`src/rtl/counter_pkg.sv`:
```
// Shared definitions for the up/down counter: direction encoding and the
// elaboration-time legality check for WIDTH/MODULUS.
package counter_pkg;

    localparam logic DIR_UP   = 1'b1;
    localparam logic DIR_DOWN = 1'b0;

    function automatic bit params_legal(input int width, input longint unsigned modulus);
        if (width < 1 || width > 32) begin
            return 1'b0;
        end
        return (modulus >= 64'd2) && (modulus <= (64'd1 << width));
    endfunction

endpackage

```
`src/rtl/updown_next_value.sv`:
```
// Combinational step logic: next count and terminal-count flag for the
// current count and direction. Arithmetic is done one bit wider than count.
module updown_next_value
    import counter_pkg::*;
#(
    parameter int                WIDTH   = 4,
    parameter longint unsigned   MODULUS = 64'd1 << WIDTH
) (
    input  logic [WIDTH-1:0] i_count,
    input  logic             i_up,
    output logic [WIDTH-1:0] o_next,
    output logic             o_tc
);

    localparam logic [WIDTH:0] LAST = (WIDTH+1)'(MODULUS - 64'd1);

    logic [WIDTH:0] w_ext;
    logic [WIDTH:0] w_sum;
    logic           w_tc;

    // The final clamp keeps an out-of-range count from ever propagating.
    always_comb begin
        w_ext = {1'b0, i_count};
        if (i_up == DIR_UP) begin
            w_tc  = (w_ext == LAST);
            w_sum = w_tc ? '0 : w_ext + 1'b1;
        end else begin
            w_tc  = (w_ext == '0);
            w_sum = w_tc ? LAST : w_ext - 1'b1;
        end
        o_next = (w_sum <= LAST) ? w_sum[WIDTH-1:0] : LAST[WIDTH-1:0];
    end

    assign o_tc = w_tc;

endmodule

```
`src/rtl/sync_updown_counter.sv`:
```
// Modulo-N up/down counter with clear, range-checked load, one-shot stop
// and wrap/done/load-error status; all state lives here.
module sync_updown_counter
    import counter_pkg::*;
#(
    parameter int              WIDTH   = 4,
    parameter longint unsigned MODULUS = 64'd1 << WIDTH
) (
    input  logic             clock,
    input  logic             reset_n,
    input  logic             clear,
    input  logic             load,
    input  logic [WIDTH-1:0] load_value,
    input  logic             enable,
    input  logic             up,
    input  logic             one_shot,
    output logic [WIDTH-1:0] count,
    output logic             tc,
    output logic             wrap,
    output logic             done,
    output logic             load_err
);

    localparam logic [WIDTH:0] LAST = (WIDTH+1)'(MODULUS - 64'd1);

    if (!params_legal(WIDTH, MODULUS)) begin : g_bad_params
        $fatal(1, "sync_updown_counter: illegal WIDTH/MODULUS combination");
    end

    logic [WIDTH-1:0] r_count;
    logic             r_wrap;
    logic             r_done;
    logic             r_loadErr;
    logic [WIDTH-1:0] w_next;
    logic             w_tc;
    logic             w_loadOver;

    updown_next_value #(
        .WIDTH   (WIDTH),
        .MODULUS (MODULUS)
    ) u_next (
        .i_count (r_count),
        .i_up    (up),
        .o_next  (w_next),
        .o_tc    (w_tc)
    );

    assign w_loadOver = ({1'b0, load_value} > LAST);

    // A finished one-shot holds even if direction flips away from terminal.
    always_ff @(posedge clock or negedge reset_n) begin
        if (!reset_n) begin
            r_count   <= '0;
            r_wrap    <= 1'b0;
            r_done    <= 1'b0;
            r_loadErr <= 1'b0;
        end else begin
            r_wrap    <= 1'b0;
            r_loadErr <= 1'b0;
            if (clear) begin
                r_count <= '0;
                r_done  <= 1'b0;
            end else if (load) begin
                r_done <= 1'b0;
                if (w_loadOver) begin
                    r_count   <= LAST[WIDTH-1:0];
                    r_loadErr <= 1'b1;
                end else begin
                    r_count <= load_value;
                end
            end else if (enable && !(r_done && one_shot)) begin
                if (w_tc && one_shot) begin
                    r_done <= 1'b1;
                end else begin
                    r_count <= w_next;
                    r_wrap  <= w_tc;
                end
            end
        end
    end

    assign count    = r_count;
    assign tc       = w_tc;
    assign wrap     = r_wrap;
    assign done     = r_done;
    assign load_err = r_loadErr;

endmodule

```
`config.mk`:
```
export PLATFORM = sky130hd
export DESIGN_NAME = sync_updown_counter
export DESIGN_NICKNAME = d
export VERILOG_FILES = /design/src/rtl/counter_pkg.sv /design/src/rtl/updown_next_value.sv /design/src/rtl/sync_updown_counter.sv
export SDC_FILE = /design/constraint.sdc
export NUM_CORES = 1
export LEC_CHECK = 0
export ABC_AREA = 1
export BUFFER_PORTS_ARGS = -buffer_cell sky130_fd_sc_hd__clkbuf_2
export CAP_MARGIN = 10
export CORE_AREA = 4 4 41 43
export CTS_BUF_LIST = sky130_fd_sc_hd__clkbuf_8
export DETAILED_ROUTE_END_ITERATION = 16
export DIE_AREA = 0 0 45 47
export PLACE_DENSITY = 0.66
export SKIP_LAST_GASP = 1
export SLEW_MARGIN = 40
export SYNTH_ARGS = -nofsm -noshare
export SYNTH_HDL_FRONTEND = slang
export SYNTH_SLANG_ARGS = --single-unit
```
`constraint.sdc`:
```
create_clock -name clock -period 1.73 [get_ports clock]
set_input_delay 0.346 -clock clock [delete_from_list [all_inputs] [get_ports clock]]
set_output_delay 0.346 -clock clock [all_outputs]
set_load 0.005 [all_outputs]
```
; After elaboration in Yosys (flattened, before gate mapping)
; Cells that the tools add are included.
[op_classes]
addsub = 2
magnitude_cmp = 1
n_eq_ne = 2
n_mux = 17
reduce_logical = 9
[ops]
columns = op, n
row1 = $mux W4, 5
row2 = $mux W5, 3
row3 = $mux W1, 9
row4 = $reduce_bool A3 Y1, 2
row5 = $add A4 B1 Y5 const B, 1
row6 = $le A5 B4 Y1 const B, 1
row7 = $sub A4 B1 Y5 const B, 1
row8 = $eq A4 B4 Y1 const B, 1
row9 = $logic_not A4 Y1, 1
row10 = $reduce_and A2 Y1, 2
row11 = $logic_and A1 B1 Y1, 3
row12 = $ne A3 B3 Y1 const B, 1
row13 = $logic_not A1 Y1, 1
[word_totals]
ff_bits = 6
in_bits = 11
out_inout_bits = 8
word_cells = 34

; Depth between registers and ports, before layout
[depth]
ltp_word = 9
ltp_mapped = 9
mapped_depth_nobuf = 9

; Hierarchy
; A second synthesis with hierarchy kept.
[hier_totals]
cells_unflattened = 80
area_unflattened_um2 = 549.3
[modules_own_cells]
columns = module, n_inst, cells_per_inst, area_each_um2, seq_area_each_um2
row1 = sync_updown_counter, 1, 45, 330.3, 150.1
row2 = updown_next_value, 1, 35, 219.0, 0.0

; Least setup slack after synthesis
; Ideal clock, no wire load.
[synth_path]
path_kind = register -> register
from = reg r_count[0], in the netlist count[0]
to = reg r_count[3], in the netlist count[3]
setup_time_ps = 116
arrival_ps = 1193
required_ps = 1614
path_slack_ps = 421
stages_incl_launch_ff = 10
path_buffers = 0
synth_period_minus_slack_ps = 1309
path_cell_list = dfrtp_1 inv_1 ha_1 nand3_2 nand2_4 nand3_4 nand2_4 nor2_4 nand2_1 nand2_1
[synth_between]
elab_cells_between_ends = 17
classes_between = add/sub: 2 / order compare: 1 / eq/ne: 2 / mux: 9 / reduce/logical: 3
[synth_lines]
columns = item, line_no
row1 = start: declaration, sync_updown_counter.sv:30  ; logic [WIDTH-1:0] r_count;
row2 = start signal: assignment, sync_updown_counter.sv:66  ; r_count <= LAST[WIDTH-1:0];
row3 = start signal: assignment, sync_updown_counter.sv:69  ; r_count <= load_value;
row4 = start signal: assignment, sync_updown_counter.sv:75  ; r_count <= w_next;
row5 = $eq A4 B4 Y1 or $logic_not A4 Y1 (tied branches), "updown_next_value.sv:25, updown_next_value.sv:28"
row6 = $mux W1 (*), updown_next_value.sv:24  ; if (i_up == DIR_UP) begin
row7 = net tc, sync_updown_counter.sv:18  ; output logic tc,
row8 = $logic_and A1 B1 Y1 (*), sync_updown_counter.sv:72  ; if (w_tc && one_shot) begin
row9 = $ne A3 B3 Y1 (no line) (*), -
row10 = $reduce_and A2 Y1 (no line) (*), -
; The timed path passes the listed nets; every way through them passes the cells marked *. The select of a mux whose other input is x is not followed.
; A chain may end at the register's enable or synchronous reset.

; Worst setup path after layout
[layout_path]
from = reg r_count[1], in the netlist count[1]
to = out tc
[layout_between]
elab_chain_cells = 2
elab_cells_between_ends = 3
classes_between = eq/ne: 1 / mux: 1 / reduce/logical: 1
[layout_lines]
columns = item, line_no
row1 = $eq A4 B4 Y1 or $logic_not A4 Y1 (tied branches), "updown_next_value.sv:25, updown_next_value.sv:28"
row2 = $mux W1 (*), updown_next_value.sv:24
row3 = end: declaration, sync_updown_counter.sv:18
; Every way passes the cells marked *; elsewhere a longest branch is shown, timed or not.

==> impl_results.md <==
- Power share of the sequential group: 34.4%
- 1st-iter DRT viols: 11
- Cell Area, Synth: 508 µm²
- LEAKAGE: 0.348 nW
- Crit. End Element: primary output
- Status: completed
- Largest family of logic cells by synthesized area: simple AND/OR/NAND/NOR gates
- Final #Nets: 105
- Crit path capture: tc
- CTS tree: yes
- Reg area: 150 µm²
- Register area share after synthesis: 29.6%
- Clk buf depth: 2
- Critical setup path kind: register to primary output
- Tot GR Track Use: 12.0%
- Num CTS Buffers: 3
- HPWL after DPL: 904 µm
- Cells after Synth: 71
- Residual DRC: 0
- Crit share post-route: 94.1%
- CP required: 1.38 ns
- Ys Warns: 0
- Critical Path Source: count[1]
- Clock share of power: 40.1%
- Post-synth top area share: 29.6%
- Avg Inst Size Synth: 7.15 µm²
- IO Port Bufs: 17
- Die H: 47 µm
- Clk root buf: clkbuf_8
- Grt ovf: 0
- Pwr per Cell Area: 775 nW/µm²
- Total Power Consumption: 0.000503 W
- Largest net degree at the start of global routing: 11
- Sw Ratio: 29.3%
- Comb power frac: 25.5%
- Die Area: 2120 µm²
- Drt via density: 4.67
- N_diodes: 0
- Hold depth: 3
- Peak VDD IR: 473 µV
- Clock Skew: 0.00247 ns
- Post-CTS Setup Inserts: 0
- Routed Wire Length: 1110 µm
- Layout area overhead: 27.8%
- CTS clk-pin slew, worst paths: 0.03 ns
- Clk sinks: 6
- Mux cell area share after synthesis: 0%
- Final Hold Viols: 0
- Wire per inst: 10.6 µm
- Synth Area in Adders: 4.93%
- Worst endpoint data arrival time: 1.28 ns
- Int Pwr: 0.000356 W
- Post-synthesis cell type count: 21
- Initial Util: 39.0%
- Max Cap Viol: 0
- Post-synthesis compound-gate area fraction: 9.36%
- Worst-skew pair later-pin latency: 0.22 ns
- Multi-input logic area: 314 µm²
- CP Launch Type: register
- RSZ-0062 raised after global routing: no
- Post-Synth Simple-Gate Area: 44.1%
- Worst R2R End: count[3]
- Initial antenna violation count: 0
- Largest cells by area after synthesis: dfrtp_1, nand2_1, nand3_1
- Yosys top cell by area: dfrtp_1
- CP Max Fanout: 7
- Vias post-DR: 490
- ANT nets after route: 0
- Slew Viols, Final: 0
- Reg2reg start: count[1]
- Reg2Reg Setup Slack: 0.33 ns
- # IOs: 19
- Share of cells above drive strength 1: 33.3%
- Worst hold slack: 0.398 ns
- Tmin final: 1.63 ns
- Net Sw Power: 0.000148 W
- Most common cell after layout, fill and taps aside: nand2_1
- Max Clk Rate: 614 MHz
- Row cnt: 13
- H-Tree Depth: 1
- Core Area: 1300 µm²
- Fin Setup TNS: 0 ns
- Count of final setup violators: 0
- Seq cells post-synth: 6
- GPL Wtd Cong: 0.724
- DIE WIDTH: 45 µm
- HP Class: primary input to register
- XOR/XNOR Fraction of Synth Area: 1.72%
- Number of global-route vias before repair: 443
- Commonest non-fill, non-tap cells in the layout: nand2_1, clkbuf_2, nand3_1, inv_1, dfrtp_1
- 1st-pass router iterations: 2
- First-pass GRT wire length: 1810 µm
- Filler cells: 140
- FF-to-FF path depth: 8
- Synth Net Count: 84
[kinds of logic (layout without fill, tap and decap cells)]
| group | after synthesis | count (layout) |
|---|---|---|
| XOR/XNOR | 1 | 1 |
| other | 1 | 1 |
| buffers and inverters | 10 | 29 |
| adder cells (fa/ha/maj) | 2 | 2 |
| AND/OR/NAND/NOR | 42 | 42 |
| flip-flops | 6 | 6 |
| AO/OA/AOI/OAI | 9 | 9 |
[critical path, cell delays in order (launching register included)]
cell      delay (ns)
dfrtp_1         0.43
ha_2            0.25
nand4_2         0.15
nand2_4         0.12
clkbuf_2        0.11
[layout make-up]
class / instances / area share (%)
Clock buffer: 3 / 6.36
Inverter: 8 / 4.62
Multi-Input combinational cell: 55 / 48.4
Sequential cell: 6 / 23.1
Tap cell: 15 / 2.89
Timing Repair Buffer: 18 / 14.6
[state kept, by name, summed over array words and instances (netlist names)]
register	count
done	1
count	4
wrap	1
[synthesized netlist by cell type, drive strengths merged]
library cell / number
xor2: 1
o21ai: 5
ha: 2
conb: 1
nand2: 26
nand3: 10
a21boi: 1
nor2: 4
nand4: 2
a21oi: 3
dfrtp: 6
inv: 8
buf: 2
[metal layers]
metal	track usage (%)	wire, µm
met5	0	0
met4	7.02	0
met1	15.2	493
met3	3.45	50
met2	18.1	569
[metrics by stage]
step                      utilization (%)  cell area [µm²]  setup WS [ns]  cells
final                                49.9              649          0.101    105
after global routing                 49.9              649         0.0121    105
after CTS                            49.5              644         0.0712    105
after detailed placement             45.6              593          0.310    101
after global placement               45.6              593          0.337    101
after floorplan                         -              508          0.421     71
[power by group through the flow]
| stage | Sequential [W] | Combinational (W) | Clock [W] |
|---|---|---|---|
| 2_1_floorplan | 0.000168 | 0.0000890 | 0 |
| 3_3_place_gp | 0.000174 | 0.000124 | 0 |
| 3_5_place_dp | 0.000175 | 0.000125 | 0 |
| 4_1_cts | 0.000173 | 0.000128 | 0.000208 |
| 5_1_grt | 0.000177 | 0.000147 | 0.000217 |
| 6_report | 0.000173 | 0.000128 | 0.000202 |
[timing repair]
action | CTS | global route
hold buffers | 1 | 0
resized for setup | 0 | 2
endpoints found under the setup margin | 0 | 1
hold endpoints to repair | 6 | 0
[worst min-delay path by stage]
stage	slack, ns	from	to
after floorplan	0.05	reset_n	count[0]
after global placement	0.18	reset_n	count[2]
after detailed placement	0.18	reset_n	count[2]
after CTS	0.40	enable	wrap
after global routing	0.42	enable	wrap
final	0.40	enable	wrap
Note: power is estimated with default switching activity, not from simulation.
